## config.mk

```make
export PLATFORM = sky130hd
export DESIGN_NAME = usart_tx_fifo
export DESIGN_NICKNAME = d
export VERILOG_FILES = /design/src/rtl/usart_tx_fifo.sv
export SDC_FILE = /design/constraint.sdc
export NUM_CORES = 1
export LEC_CHECK = 0
export ABC_AREA = 1
export CAP_MARGIN = 20
export CORE_MARGIN = 3
export CORE_UTILIZATION = 60
export CTS_CLUSTER_DIAMETER = 30
export DETAILED_ROUTE_END_ITERATION = 10
export PLACE_DENSITY = 0.85
export REMOVE_ABC_BUFFERS = 1
export SLEW_MARGIN = 10
export SYNTH_ARGS = -nofsm -noshare
export SYNTH_HDL_FRONTEND = slang
export SYNTH_SLANG_ARGS = --single-unit
```

## constraint.sdc

```tcl
create_clock -name serial_clock -period 4.6 [get_ports serial_clock]
set_input_delay 0.69 -clock serial_clock [delete_from_list [all_inputs] [get_ports serial_clock]]
set_output_delay 0.69 -clock serial_clock [all_outputs]
set_load 0.01 [all_outputs]
```

## src/rtl/usart_tx_fifo.sv

```systemverilog
// -----------------------------------------------------------------------------
// usart_tx_fifo
//   Serial transmitter with a small transmit FIFO. Words pushed by the host are
//   sent back-to-back on tx_pin as: start bit, LSB-first data, optional parity,
//   then one or two stop bits. Frame format and bit period are latched when a
//   word leaves the FIFO (the bit period is also re-sampled at each bit boundary).
//
// Ports
//   serial_clock    sole clock, rising edge
//   reset_n         asynchronous active-low reset
//   clocks_per_bit  bit period minus one, in serial_clock cycles
//   parity_mode     00 none, 01 even, 10 odd, 11 none
//   two_stop_bits   1 = two stop bits, 0 = one stop bit
//   data_in         word to enqueue
//   latch_in        enqueue strobe
//   ready           FIFO can accept a word
//   done            one-cycle pulse at the end of each frame
//   busy            transmitter FSM not idle
//   fifo_count      words queued, excluding the word in flight
//   tx_pin          serial output, idles high
// -----------------------------------------------------------------------------
module usart_tx_fifo #(
   parameter int DATA_BITS     = 8,
   parameter int FIFO_DEPTH    = 4,
   parameter int DIVIDER_WIDTH = 12
) (
   input  logic                          serial_clock,
   input  logic                          reset_n,
   input  logic [DIVIDER_WIDTH-1:0]      clocks_per_bit,
   input  logic [1:0]                    parity_mode,
   input  logic                          two_stop_bits,
   input  logic [DATA_BITS-1:0]          data_in,
   input  logic                          latch_in,
   output logic                          ready,
   output logic                          done,
   output logic                          busy,
   output logic [$clog2(FIFO_DEPTH):0]   fifo_count,
   output logic                          tx_pin
);

   localparam int PW = $clog2(FIFO_DEPTH);
   localparam int CW = PW + 1;
   localparam int BW = $clog2(DATA_BITS);

   localparam logic [2:0] S_IDLE   = 3'd0;
   localparam logic [2:0] S_START  = 3'd1;
   localparam logic [2:0] S_DATA   = 3'd2;
   localparam logic [2:0] S_PARITY = 3'd3;
   localparam logic [2:0] S_STOP   = 3'd4;

   // FIFO storage and bookkeeping
   logic [DATA_BITS-1:0] mem_q [FIFO_DEPTH];
   logic [PW-1:0]        wr_ptr_q, wr_ptr_d;
   logic [PW-1:0]        rd_ptr_q, rd_ptr_d;
   logic [CW-1:0]        count_q, count_d;

   // Transmitter state
   logic [2:0]               state_q, state_d;
   logic [DIVIDER_WIDTH-1:0] baud_q, baud_d;
   logic [BW-1:0]            bit_q, bit_d;
   logic                     stop2_q, stop2_d;
   logic [DATA_BITS-1:0]     shift_q, shift_d;
   logic                     par_en_q, par_en_d;
   logic                     par_bit_q, par_bit_d;
   logic                     two_stop_q, two_stop_d;
   logic                     tx_q, tx_d;
   logic                     done_q, done_d;
   logic                     busy_q;

   logic                     push;
   logic                     pop;
   logic                     bit_end;
   logic [DATA_BITS-1:0]     head;

   // ready comes from the registered count only: a full FIFO refuses a push
   // even when a pop happens in the same cycle.
   assign ready   = (count_q < CW'(FIFO_DEPTH));
   assign push    = latch_in && ready;
   assign head    = mem_q[rd_ptr_q];
   assign bit_end = (baud_q == '0);

   always_comb begin
      state_d    = state_q;
      baud_d     = baud_q;
      bit_d      = bit_q;
      stop2_d    = stop2_q;
      shift_d    = shift_q;
      par_en_d   = par_en_q;
      par_bit_d  = par_bit_q;
      two_stop_d = two_stop_q;
      tx_d       = tx_q;
      done_d     = 1'b0;
      pop        = 1'b0;

      case (state_q)
         S_IDLE: begin
            if (count_q != '0) begin
               pop = 1'b1;
            end
         end
         S_START: begin
            if (bit_end) begin
               state_d = S_DATA;
               tx_d    = shift_q[0];
               bit_d   = '0;
               baud_d  = clocks_per_bit;
            end else begin
               baud_d = baud_q - DIVIDER_WIDTH'(1);
            end
         end
         S_DATA: begin
            if (bit_end) begin
               baud_d = clocks_per_bit;
               if (bit_q == BW'(DATA_BITS - 1)) begin
                  if (par_en_q) begin
                     state_d = S_PARITY;
                     tx_d    = par_bit_q;
                  end else begin
                     state_d = S_STOP;
                     tx_d    = 1'b1;
                     stop2_d = 1'b0;
                  end
               end else begin
                  // tx follows bit 1 of the old shift value, i.e. the new LSB
                  shift_d = {1'b0, shift_q[DATA_BITS-1:1]};
                  tx_d    = shift_q[1];
                  bit_d   = bit_q + BW'(1);
               end
            end else begin
               baud_d = baud_q - DIVIDER_WIDTH'(1);
            end
         end
         S_PARITY: begin
            if (bit_end) begin
               state_d = S_STOP;
               tx_d    = 1'b1;
               stop2_d = 1'b0;
               baud_d  = clocks_per_bit;
            end else begin
               baud_d = baud_q - DIVIDER_WIDTH'(1);
            end
         end
         S_STOP: begin
            if (bit_end) begin
               if (two_stop_q && !stop2_q) begin
                  stop2_d = 1'b1;
                  baud_d  = clocks_per_bit;
               end else begin
                  done_d = 1'b1;
                  if (count_q != '0) begin
                     // next word starts with no idle gap
                     pop = 1'b1;
                  end else begin
                     state_d = S_IDLE;
                     tx_d    = 1'b1;
                  end
               end
            end else begin
               baud_d = baud_q - DIVIDER_WIDTH'(1);
            end
         end
         default: begin
            state_d = S_IDLE;
            tx_d    = 1'b1;
         end
      endcase

      // A pop always begins a new frame and freezes its format.
      if (pop) begin
         state_d    = S_START;
         tx_d       = 1'b0;
         baud_d     = clocks_per_bit;
         shift_d    = head;
         par_en_d   = (parity_mode == 2'b01) || (parity_mode == 2'b10);
         par_bit_d  = (^head) ^ (parity_mode == 2'b10);
         two_stop_d = two_stop_bits;
      end
   end

   always_comb begin
      wr_ptr_d = wr_ptr_q;
      rd_ptr_d = rd_ptr_q;
      count_d  = count_q;
      if (push) begin
         wr_ptr_d = wr_ptr_q + PW'(1);
      end
      if (pop) begin
         rd_ptr_d = rd_ptr_q + PW'(1);
      end
      case ({push, pop})
         2'b10:   count_d = count_q + CW'(1);
         2'b01:   count_d = count_q - CW'(1);
         default: count_d = count_q;
      endcase
   end

   always_ff @(posedge serial_clock) begin
      if (push) begin
         mem_q[wr_ptr_q] <= data_in;
      end
   end

   always_ff @(posedge serial_clock or negedge reset_n) begin
      if (!reset_n) begin
         wr_ptr_q   <= '0;
         rd_ptr_q   <= '0;
         count_q    <= '0;
         state_q    <= S_IDLE;
         baud_q     <= '0;
         bit_q      <= '0;
         stop2_q    <= 1'b0;
         shift_q    <= '0;
         par_en_q   <= 1'b0;
         par_bit_q  <= 1'b0;
         two_stop_q <= 1'b0;
         tx_q       <= 1'b1;
         done_q     <= 1'b0;
         busy_q     <= 1'b0;
      end else begin
         wr_ptr_q   <= wr_ptr_d;
         rd_ptr_q   <= rd_ptr_d;
         count_q    <= count_d;
         state_q    <= state_d;
         baud_q     <= baud_d;
         bit_q      <= bit_d;
         stop2_q    <= stop2_d;
         shift_q    <= shift_d;
         par_en_q   <= par_en_d;
         par_bit_q  <= par_bit_d;
         two_stop_q <= two_stop_d;
         tx_q       <= tx_d;
         done_q     <= done_d;
         busy_q     <= (state_d != S_IDLE);
      end
   end

   assign tx_pin     = tx_q;
   assign done       = done_q;
   assign busy       = busy_q;
   assign fifo_count = count_q;

endmodule

```

======== After elaboration in Yosys (flattened, before gate mapping) ========
Memory sizes are Yosys's and may differ from the RTL's.
Index checks and enable logic that the tools add are counted.
W data, S select, Z words.
word-level totals
  register bits ........................... 40
  RAM bits ................................ 32
  input bits .............................. 26
  output and inout port bits .............. 7
  word-level logic and storage cells ...... 120
  memories ................................ 1
memories
  name   words  width  rd ports  clocked after memory_dff  wr ports  RTL line  source
  mem_q  4      8      1         0                         1         52        logic [DATA_BITS-1:0] mem_q [FIFO_DEPTH];
cells by class
  $add $sub $neg .......................... 6
  $lt $le $gt $ge ......................... 1
  eq/ne operators ......................... 26
  muxes and demuxes ....................... 50
  bitwise gates (word level) .............. 1
  reduce and logical (&&, ||, !) cells .... 21
operator list
  cell                     number
  $mux W12                 4
  $mux W3                  12
  $mux W8                  4
  $pmux W12 S2             1
  $mux W1                  23
  $ne A2 B2 Y1 const B     10
  $ne A3 B3 Y1 const B     6
  $pmux W3 S5              1
  $reduce_and A7 Y1        2
  $logic_not A12 Y1        1
  $pmux W3 S2              2
  $reduce_bool A3 Y1       4
  $sub A12 B1 Y12 const B  1
  $reduce_bool A2 Y1       4
  $reduce_xor A8 Y1        1
  $add A3 B1 Y3 const B    2
  $eq A3 B2 Y1 const B     2
  $eq A3 B3 Y1 const B     2
  $pmux W1 S5              1
  $add A2 B1 Y2 const B    2
  $eq A2 B1 Y1 const B     2
  $eq A2 B2 Y1 const B     2
  $ne A4 B4 Y1 const B     1
  $reduce_and A4 Y1        1
  13 further kinds         14

======== Longest topological paths before layout ========
Gate-level depths: netlist (run 1).
  depth after elaboration ................. 7
  gate-level depth with buffers ........... 16
  gate-level depth less buffers ........... 15

======== Least setup slack after synthesis (run 1) ========
Ideal clock, no wire load.
  kind .................................... reg-to-reg
  start point ............................. reg baud_q[0]
  end point ............................... reg count_q[2], in the netlist fifo_count[2]
  setup time .............................. 0.131 ns
  arrival ................................. 2.364 ns
  data required time ...................... 4.469 ns
  path slack .............................. 2.106 ns
  stages on the path, launching flop included .. 16
  path buffers ............................ 1
  period minus slack after synthesis ...... 2.494 ns
  path through ............................ dfrtp_1 -> inv_1 -> ha_1 -> nand2_2 -> nor2_4 -> nand2_4 -> o21ai_4 -> nand2_4 -> inv_2 -> buf_4 -> ha_1 -> inv_1 -> fa_1 -> a21oi_1 -> o21ai_0 -> xor2_1
between the ends
  cells in the longest elaborated chain, start to end .. 5
  elaborated cells on any way between the ends .. 7
  those cells by class .................... eq/ne: 2; mux: 3; reduce/logical: 2
ends and longest elaborated chain
  what                                                      RTL line  source
  start: declaration                                        59        logic [DIVIDER_WIDTH-1:0] baud_q, baud_d;
  start signal: assignment                                  224       baud_q <= baud_d;
  $logic_not A12 Y1 (*)                                     80        assign bit_end = (baud_q == '0);
  $mux W1 (*)                                               144       if (bit_end) begin
  $pmux W1 S2 (*)                                           95        case (state_q)
  net pop                                                   71        logic pop;
  $eq A2 B1 Y1 / $eq A2 B2 Y1 (equally long branches)       190       case ({push, pop})
  $pmux W3 S2 / $reduce_bool A2 Y1 (equally long branches)  --
  end signal: assignment                                    222       count_q <= count_d;
  end: declaration                                          55        logic [CW-1:0] count_q, count_d;
Mark *: on every way through the listed nets, which the timed path passes. The rest lies on a longest branch.
A chain may end at the register's enable or synchronous reset.

======== Worst setup path after layout (run 1) ========
  start point ............................. reg baud_q[0]
  end point ............................... reg count_q[2], in the netlist fifo_count[2]
between the ends
  cells in the longest elaborated chain, start to end .. 5
  elaborated cells on any way between the ends .. 7
  those cells by class .................... eq/ne: 2; mux: 3; reduce/logical: 2
ends and longest elaborated chain
  what                                                      RTL line
  $logic_not A12 Y1 (*)                                     80
  $mux W1 (*)                                               144
  $pmux W1 S2 (*)                                           95
  $eq A2 B1 Y1 / $eq A2 B2 Y1 (equally long branches)       190
  $pmux W3 S2 / $reduce_bool A2 Y1 (equally long branches)  --
Mark *: on every way between the ends. The rest lies on a longest branch, timed or not.

==> results.sh, run 1 <==
export IMPL_r2r_start="baud_q[0]$_DFFE_PN0P_"
export IMPL_synth_edf_count=32
export IMPL_h_tree_depth=3
export IMPL_period_needed_ns=2.90
export IMPL_io_buffers=32
export IMPL_synth_area_um2=3800
export IMPL_grt_start_max_net_pins=41
export IMPL_clkTransAtPathRegs_ns=0.08
export IMPL_cellPowerDensity_nw_per_um2=514
export IMPL_gp_congestion=0.912
export IMPL_r2r_cells=14
export IMPL_multiInputGateArea_um2=1560
export IMPL_drtIter0Drc=187
export IMPL_ant_nets=0
export IMPL_final_cells=557
export IMPL_yosysMostFrequentCell="nand2_1"
export IMPL_endpoint_kind="register"
export IMPL_diodes=0
export IMPL_grt_pass1_vias=3035
export IMPL_hold_viol=0
export IMPL_total_power_mw=2.24
export IMPL_netlist_area_leader_share=0.257
export IMPL_cts_path_max_buffers=2
export IMPL_cp_slowest_cell="dfrtp_1"
export IMPL_fillers=444
export IMPL_cp_cell_sequence="inv_1 -> ha_1 -> nand2_2 -> nor2_4 -> nand2_4 -> o21ai_4 -> nand2_4 -> inv_2 -> ha_1 -> inv_1 -> fa_1 -> a21oi_1 -> o21ai_0 -> xor2_1"
export IMPL_async_reset_ff_frac=0.556
export IMPL_r2r_end="fifo_count[2]$_DFFE_PN0P_"
export IMPL_worstSetupPathType="register to register"
export IMPL_setup_worst_path_start_class="register"
export IMPL_yosys_warnings=0
export IMPL_yosys_area_top_type="dfrtp_1"
export IMPL_cts_setup_buffers=0
export IMPL_firstDrtPassIters=5
export IMPL_die_w_um=85.6
export IMPL_avgSynthCellArea_um2=8.54
export IMPL_grt_ovfl_total=0
export IMPL_reg2reg_slack_ns=1.70
export IMPL_hpwl_um=5460
export IMPL_seqCellArea_um2=1960
export IMPL_cp_max_fo=16
export IMPL_relSlewSlack=0.416
export IMPL_netlist_instances=445
export IMPL_die_height_um=85.6
export IMPL_synth_common_cells="nand2_1 (142), inv_1 (48), dfrtp_1 (39)"
export IMPL_synth_seq_area_share=0.516
export IMPL_antenna_found_initial=0
export IMPL_wl_per_cell_um=14.1
export IMPL_vias_per_cell=5.49
export IMPL_post_place_ws_ns=1.77
export IMPL_cts_hold_buf=0
export IMPL_area_delta_synth_final_pct=14.5
export IMPL_fin_crit_sh=0.630
export IMPL_synth_distinct_cells=37
export IMPL_cts_buffers_inserted=9
export IMPL_slew_violations=0
export IMPL_postLayoutSetupSlackWorst_ns=1.70
export IMPL_leakage_nw=2.01
export IMPL_dpl_cell_area_um2=4130
export IMPL_cts_resized=0
export IMPL_fmax_mhz=345
export IMPL_drt_wl_total_um=7840
export IMPL_synthFlopType="dfrtp_1"
export IMPL_rsz0062_at_grt="no"
export IMPL_num_vias=3060
export IMPL_hold_class="input port to async pin"
export IMPL_grt_total_usage=0.233
export IMPL_clk_latency_ns=0.35
export IMPL_io_pins=33
export IMPL_cp_required_ns=4.82
export IMPL_die_area_um2=7330
export IMPL_final_area_um2=4350
export IMPL_clock_sinks=72
export IMPL_drc=0
export IMPL_drive_gt1_frac=0.0913
export IMPL_start_util=0.631
export IMPL_worst_endpoint_arrival_ns=3.12
export IMPL_grt_pass1_wl_um=13400
export IMPL_place_inst=541
export IMPL_worst_pin_slew_ns=0.876
export IMPL_setup_viol=0
export IMPL_maxCapViolations=0
export IMPL_cts_tree="yes"
export IMPL_clock_root_buffer="clkbuf_8"
export IMPL_row_count=28
export IMPL_synth_area_top_cells="dfrtp_1 (26%), edfxtp_1 (25%), nand2_1 (14%)"
export IMPL_core_um2=6030
export IMPL_fin_skew_ns=0.0103
export IMPL_status="complete, no violations"
export IMPL_fin_tns_setup_ns=0
export IMPL_ys_ff_latch=72
export IMPL_critPathMaxStageDelay_ns=0.40
export IMPL_fin_nets=513
export IMPL_vdd_ir_drop_max_mv=0.378
-- per-layer routing --
layer  up-vias  GRT usage  share of wire
met4         0      0.108          0.026
met2       119      0.402           0.51
met5         -          0              0
met3        24     0.0336          0.048
met1      1413      0.288           0.42
li1       1504          -              -
-- through the flow --
step | hold WS [ns] | util
after floorplan | 0.394 | -
after global routing | 0.501 | 0.722
after detailed placement | 0.461 | 0.686
after global placement | 0.450 | 0.686
after CTS | 0.473 | 0.722
final | 0.454 | 0.722
-- worst max-delay path by stage --
stage,from,endpoint,slack [ns],cells after the start
after global placement,baud_q[0]$_DFFE_PN0P_,fifo_count[2]$_DFFE_PN0P_,1.91,14
after detailed placement,baud_q[0]$_DFFE_PN0P_,fifo_count[2]$_DFFE_PN0P_,1.77,14
after floorplan,baud_q[0]$_DFFE_PN0P_,fifo_count[2]$_DFFE_PN0P_,2.06,14
after global routing,baud_q[0]$_DFFE_PN0P_,fifo_count[2]$_DFFE_PN0P_,1.48,14
after CTS,baud_q[0]$_DFFE_PN0P_,fifo_count[2]$_DFFE_PN0P_,1.73,14
final,baud_q[0]$_DFFE_PN0P_,fifo_count[2]$_DFFE_PN0P_,1.70,14
-- power breakdown --
group | total, mW | switching [mW] | internal (mW)
Clock | 0.550 | 0.245 | 0.305
Sequential | 0.985 | 0.131 | 0.853
Combinational | 0.702 | 0.416 | 0.286
-- sequential cells by signal, indices dropped and copies added, names as in the netlist --
signal	cells
baud_q	12
bit_q	3
busy	1
done	1
fifo_count	3
mem_q	32
par_bit_q	1
par_en_q	1
rd_ptr_q	2
shift_q	8
state_q	3
stop2_q	1
two_stop_q	1
tx_pin	1
wr_ptr_q	2
-- worst max-delay path: cells and delay by family, from the launching register on --
family | cells | cell delay (ns)
xor gates and xnor gates | 1 | 0.16
AOI/OAI and AO/OA | 3 | 0.45
buffers and inverters | 3 | 0.36
and+or+nand+nor | 4 | 0.60
DFF | 1 | 0.40
adders and majority gates | 3 | 0.79
-- layout make-up --
cell class / instances / share of cell area
clock inverters: 7 / 0.0218
well taps: 75 / 0.0216
multi-input cells: 307 / 0.357
repair buffers: 32 / 0.0724
inverters: 55 / 0.0474
clock buffers: 9 / 0.0285
flip-flops and latches: 72 / 0.451
-- kinds of logic after synthesis --
logic type	after synthesis	synth area share
AND/OR/NAND/NOR	226	0.252
flip-flops	72	0.516
buffers and inverters	66	0.0747
AO/OA/AOI/OAI	58	0.0921
XOR/XNOR	12	0.0276
adder cells (fa/ha/maj)	10	0.0349
multiplexers	1	0.00263
-- placed cells by master (no fill, tap or decap), drive strengths merged --
master and instances:
nand2 149, clkinv 1, a21oi 19, nand4 2, a21boi 1, clkbuf 9, nor3b 2, o21ai 32
edfxtp 32, o311ai 1, a22oi 1, xor2 10, clkdlybuf4s50 31, ha 9, inv 56, dfstp 1
buf 1, bufinv 2, clkinvlp 3, fa 1, xnor2 2, nor3 5, mux2i 1, o211ai 2
o221ai 2, nand3 28, dfrtp 39, or2 1, nor2 39
Power figures use the tool's default switching activity.
==> run 2, diff against run 1 <==
Settings changed: CORE_UTILIZATION 60 to 58, PLACE_DENSITY 0.85 to 0.83.
Clock period 4.6 ns to 2.7 ns, I/O delays scaled along.
==> results.sh, run 2 (synthesis results as in run 1) <==
export IMPL_status="complete, no violations"
export IMPL_clock_root_buffer="clkbuf_8"
export IMPL_row_count=28
export IMPL_area_delta_synth_final_pct=15.2
export IMPL_worstSetupPathType="register to register"
export IMPL_drc=0
export IMPL_gp_congestion=0.880
export IMPL_grt_pass1_wl_um=12900
export IMPL_hpwl_um=5510
export IMPL_grt_pass1_vias=2960
export IMPL_diodes=0
export IMPL_drive_gt1_frac=0.108
export IMPL_fin_nets=522
export IMPL_fin_skew_ns=0.0112
export IMPL_fin_tns_setup_ns=0
export IMPL_grt_ovfl_total=0
export IMPL_hold_class="input port to async pin"
export IMPL_p_clk_frac=0.208
export IMPL_h_tree_depth=3
export IMPL_cellPowerDensity_nw_per_um2=833
export IMPL_slew_violations=0
export IMPL_top_register="mem_q"
export IMPL_multiInputGateArea_um2=1560
export IMPL_pwr_share_comb=0.331
export IMPL_grt_total_usage=0.220
export IMPL_fin_crit_sh=0.937
export IMPL_reg_top3="mem_q (32), baud_q (12), shift_q (8)"
export IMPL_io_buffers=32
export IMPL_antenna_found_initial=0
export IMPL_leakage_nw=2.05
export IMPL_cp_max_fo=13
export IMPL_relSlewSlack=0.396
export IMPL_r2r_start="baud_q[0]$_DFFE_PN0P_"
export IMPL_start_util=0.620
export IMPL_final_cell_mix="nand2_1 (142), inv_1 (48), dfrtp_1 (39), nor2_1 (37), edfxtp_1 (32)"
export IMPL_startpoint="baud_q[0]$_DFFE_PN0P_"
export IMPL_die_height_um=87.0
export IMPL_endpoint_kind="register"
export IMPL_fmax_mhz=395
export IMPL_cts_tree="yes"
export IMPL_fillers=453
export IMPL_clkTransAtPathRegs_ns=0.08
export IMPL_drt_wl_total_um=7760
export IMPL_wl_per_cell_um=13.7
export IMPL_num_vias=3069
export IMPL_vdd_ir_drop_max_mv=0.561
export IMPL_largest_reg_flops=32
export IMPL_drtIter0Drc=180
export IMPL_cts_path_max_buffers=2
export IMPL_clk_latency_ns=0.34
export IMPL_die_w_um=87.0
export IMPL_rsz0062_at_grt="no"
export IMPL_r2r_end="fifo_count[2]$_DFFE_PN0P_"
export IMPL_grt_start_max_net_pins=41
export IMPL_core_um2=6130
export IMPL_period_needed_ns=2.53
export IMPL_utilization=0.714
export IMPL_reg2reg_slack_ns=0.17
export IMPL_sequentialPowerShare=0.461
export IMPL_cts_setup_buffers=0
export IMPL_die_area_um2=7560
export IMPL_cts_hold_buf=0
export IMPL_vias_per_cell=5.42
export IMPL_firstDrtPassIters=5
export IMPL_r2r_cells=14
export IMPL_seqCellArea_um2=1960
export IMPL_cts_buffers_inserted=9
export IMPL_swShare=0.357
export IMPL_cp_required_ns=2.91
export IMPL_final_common_cell="nand2_1"
export IMPL_clock_sinks=72
export IMPL_p_int_mw=2.34
export IMPL_switchingPower_mw=1.30
export IMPL_setup_viol=0
export IMPL_setup_worst_path_start_class="register"
export IMPL_ant_nets=0
export IMPL_maxCapViolations=0
export IMPL_hold_viol=0
export IMPL_worst_endpoint_arrival_ns=2.74
export IMPL_critPathCapture="fifo_count[2]$_DFFE_PN0P_"
export IMPL_io_pins=33
export IMPL_worst_pin_slew_ns=0.905
export IMPL_cts_resized=0
## run 2: worst min path at each step
stage | startpoint | end | slack [ns] | cells after the start
after floorplan | reset_n | baud_q[0]$_DFFE_PN0P_ | 0.11 | 0
after detailed placement | tx_pin$_DFFE_PN1P_ | tx_pin$_DFFE_PN1P_ | 0.45 | 2
after CTS | reset_n | bit_q[2]$_DFFE_PN0P_ | 0.21 | 1
after global placement | tx_pin$_DFFE_PN1P_ | tx_pin$_DFFE_PN1P_ | 0.45 | 2
after global routing | reset_n | bit_q[2]$_DFFE_PN0P_ | 0.25 | 1
final | reset_n | par_bit_q$_DFFE_PN0P_ | 0.19 | 1
## run 2: power groups by stage
stage          clock network, mW  registers, mW  logic, mW
6_report                   0.759           1.68       1.21
5_1_grt                    0.824           1.71       1.38
4_1_cts                    0.765           1.68       1.21
3_5_place_dp                   0           1.70       1.19
3_3_place_gp                   0           1.68       1.13
2_1_floorplan                  0           1.65      0.836
## run 2: routing by layer
metal	vias to the layer above	global-route usage	part of all wire
met5	-	0	0
met4	0	0.0807	0.012
met3	12	0.0520	0.049
met2	96	0.385	0.52
met1	1450	0.262	0.42
li1	1511	-	-
## run 2: critical path: stages (launching register included)
cell	delay, ns
dfrtp_1	0.40
inv_1	0.10
ha_2	0.21
nand2_2	0.09
nor2_4	0.17
nand2_4	0.14
o21ai_4	0.19
nand2_4	0.06
inv_2	0.06
ha_1	0.14
inv_1	0.07
fa_1	0.38
a21oi_1	0.14
o21ai_0	0.10
xor2_1	0.15
## run 2: through the flow
stage | cells | setup slack (ns) | instance area (µm²) | power (mW) | hold WS (ns)
final | 566 | 0.171 | 4380 | 3.65 | 0.186
after global routing | 566 | 0.0199 | 4380 | 3.91 | 0.248
after CTS | 566 | 0.159 | 4380 | 3.65 | 0.215
after detailed placement | 550 | 0.174 | 4200 | 2.89 | 0.450
after global placement | 550 | 0.289 | 4200 | 2.80 | 0.447
after floorplan | 434 | 0.162 | 3720 | 2.49 | 0.109
## run 2: final cells by class
| class | count | share of cell area |
|---|---|---|
| clock buffers | 13 | 0.0363 |
| clock inverters | 3 | 0.00371 |
| inverters | 55 | 0.0471 |
| multi-input cells | 307 | 0.356 |
| flip-flops and latches | 72 | 0.448 |
| well taps | 75 | 0.0214 |
| repair buffers | 41 | 0.0874 |
==> run 3, diff against run 2 <==
Settings changed: CTS_CLUSTER_DIAMETER 30 to 60, GPL_TIMING_DRIVEN set to 0.
==> results.sh, run 3 (synthesis results as in run 1) <==
export IMPL_status="complete, no violations"
export IMPL_io_buffers=32
export IMPL_postLayoutSetupSlackWorst_ns=0.151
export IMPL_largest_reg_flops=32
export IMPL_use_met1=0.268
export IMPL_reg_top3="mem_q (32), baud_q (12), shift_q (8)"
export IMPL_p_clk_frac=0.252
export IMPL_clock_sinks=72
export IMPL_ant_nets=0
export IMPL_die_height_um=87.0
export IMPL_critPathMaxStageDelay_ns=0.41
export IMPL_fin_skew_ns=0.00327
export IMPL_grt_start_max_net_pins=29
export IMPL_antenna_found_initial=0
export IMPL_met3_usage=0.0568
export IMPL_num_vias=3015
export IMPL_die_area_um2=7560
export IMPL_grt_total_usage=0.223
export IMPL_start_util=0.620
export IMPL_leakage_nw=2.07
export IMPL_fin_crit_sh=0.944
export IMPL_reg2reg_slack_ns=0.15
export IMPL_row_count=28
export IMPL_endpoint_kind="register"
export IMPL_clock_root_buffer="clkbuf_8"
export IMPL_r2r_end="fifo_count[2]$_DFFE_PN0P_"
export IMPL_holdWs_ns=0.458
export IMPL_cts_buffers_inserted=9
export IMPL_cellPowerDensity_nw_per_um2=863
export IMPL_sequentialPowerShare=0.435
export IMPL_fmax_mhz=392
export IMPL_switchingPower_mw=1.34
export IMPL_swShare=0.348
export IMPL_cp_cell_sequence="inv_1 -> ha_4 -> nand2_2 -> nor2_4 -> nand2_4 -> o21ai_4 -> nand2_8 -> inv_8 -> ha_1 -> inv_1 -> fa_1 -> a21oi_1 -> o21ai_0 -> xor2_1"
export IMPL_cp_slowest_cell="dfrtp_1"
export IMPL_slew_violations=0
export IMPL_fin_nets=522
export IMPL_cts_tree="yes"
export IMPL_pwr_share_comb=0.313
export IMPL_wl_per_cell_um=14.0
export IMPL_setup_viol=0
export IMPL_cp_top_family="adder cells"
export IMPL_area_delta_synth_final_pct=17.6
export IMPL_cp_max_fo=13
export IMPL_core_um2=6130
export IMPL_min_to="tx_pin$_DFFE_PN1P_"
export IMPL_period_needed_ns=2.55
export IMPL_drtIter0Drc=160
export IMPL_setup_worst_path_start_class="register"
export IMPL_whs_path_depth=2
export IMPL_met2_usage=0.386
export IMPL_post_place_ws_ns=-0.158
export IMPL_utilization=0.730
export IMPL_p_int_mw=2.52
export IMPL_clkTransAtPathRegs_ns=0.08
export IMPL_h_tree_depth=3
export IMPL_worst_pin_slew_ns=0.821
export IMPL_final_cell_mix="nand2_1 (142), inv_1 (48), dfrtp_1 (39), nor2_1 (37), edfxtp_1 (32)"
export IMPL_diodes=0
export IMPL_gp_congestion=0.836
export IMPL_cp_required_ns=2.93
export IMPL_die_w_um=87.0
export IMPL_path_buf_inv=3
export IMPL_drt_wl_total_um=7900
export IMPL_top_usage_layer="met2"
export IMPL_total_power_mw=3.86
export IMPL_firstDrtPassIters=4
export IMPL_r2r_cells=14
export IMPL_hold_viol=0
export IMPL_worst_endpoint_arrival_ns=2.78
export IMPL_cts_path_max_buffers=2
export IMPL_top_register="mem_q"
export IMPL_io_pins=33
export IMPL_grt_pass1_wl_um=12900
export IMPL_drc=0
export IMPL_hold_class="register to register"
export IMPL_hp_start="tx_pin$_DFFE_PN1P_"
export IMPL_maxCapViolations=0
export IMPL_r2r_start="baud_q[0]$_DFFE_PN0P_"
export IMPL_worstSetupPathType="register to register"
export IMPL_grt_ovfl_total=0
export IMPL_cp_common_cell="inv_1"
export IMPL_vdd_ir_drop_max_mv=0.621
export IMPL_hpwl_um=5390
export IMPL_fin_tns_setup_ns=0
export IMPL_drive_gt1_frac=0.110
export IMPL_vias_per_cell=5.33
export IMPL_relSlewSlack=0.453
export IMPL_rsz0062_at_grt="no"
export IMPL_final_common_cell="nand2_1"
export IMPL_clk_latency_ns=0.35
export IMPL_grt_pass1_vias=2935
run 3: cell count changes in the layout (fill, tap and decap cells not counted), moves of 2 or more:
cell,change
clkbuf_1,-2
inv_6,+2
buf_4,-2
bufinv_16,+2
run 3: repair_timing:
| action | in CTS | in global routing |
|---|---|---|
| hold endpoints to repair | 11 | 0 |
| pin swaps | 2 | 3 |
| endpoints found under the setup margin | 1 | 1 |
| buffers inserted | 2 | 5 |
| hold buffers | 1 | 0 |
| gates resized for setup | 4 | 2 |
run 3: cell type report:
cell class,instances,area (µm²)
Inverter,55,214
Timing Repair Buffer,41,398
Multi-Input combinational cell,307,1580
Tap cell,75,93.8
Clock buffer,10,138
Sequential cell,72,1960
Fill cell,459,1660
Clock inverter,6,90.1
run 3: routing by layer:
layer	wire (µm)	vias to the layer above	share of wire
met1	3350	1414	0.42
met2	4020	71	0.51
met5	0	-	0
met3	408	12	0.052
li1	-	1518	-
met4	118	0	0.015
run 3: tightest hold or removal path, cell delays in order (launching register included):
cell	delay [ns]
dfstp_2	0.37
inv_1	0.04
a21oi_1	0.05
run 3: worst max-delay path by stage:
| stage | from | to | slack (ns) | cells after the start |
|---|---|---|---|---|
| after floorplan | baud_q[0]$_DFFE_PN0P_ | fifo_count[2]$_DFFE_PN0P_ | 0.16 | 14 |
| after global placement | baud_q[0]$_DFFE_PN0P_ | fifo_count[2]$_DFFE_PN0P_ | -0.09 | 14 |
| after detailed placement | baud_q[0]$_DFFE_PN0P_ | fifo_count[2]$_DFFE_PN0P_ | -0.16 | 14 |
| after CTS | baud_q[0]$_DFFE_PN0P_ | fifo_count[2]$_DFFE_PN0P_ | 0.04 | 14 |
| after global routing | baud_q[0]$_DFFE_PN0P_ | fifo_count[2]$_DFFE_PN0P_ | 0.02 | 14 |
| final | baud_q[0]$_DFFE_PN0P_ | fifo_count[2]$_DFFE_PN0P_ | 0.15 | 14 |
run 3: metrics by stage:
step,cells,area [µm²]
floorplan,434,3720
global placement,541,4140
detailed placement,542,4150
CTS,561,4420
global route,566,4470
finish,566,4470
run 3: power by group through the flow:
stage	Clock [mW]	Combinational [mW]	Sequential, mW
after floorplan	0	0.836	1.65
after global placement	0	1.09	1.68
after detailed placement	0	1.16	1.69
after CTS	0.995	1.18	1.68
after global routing	1.03	1.39	1.71
final	0.972	1.21	1.68
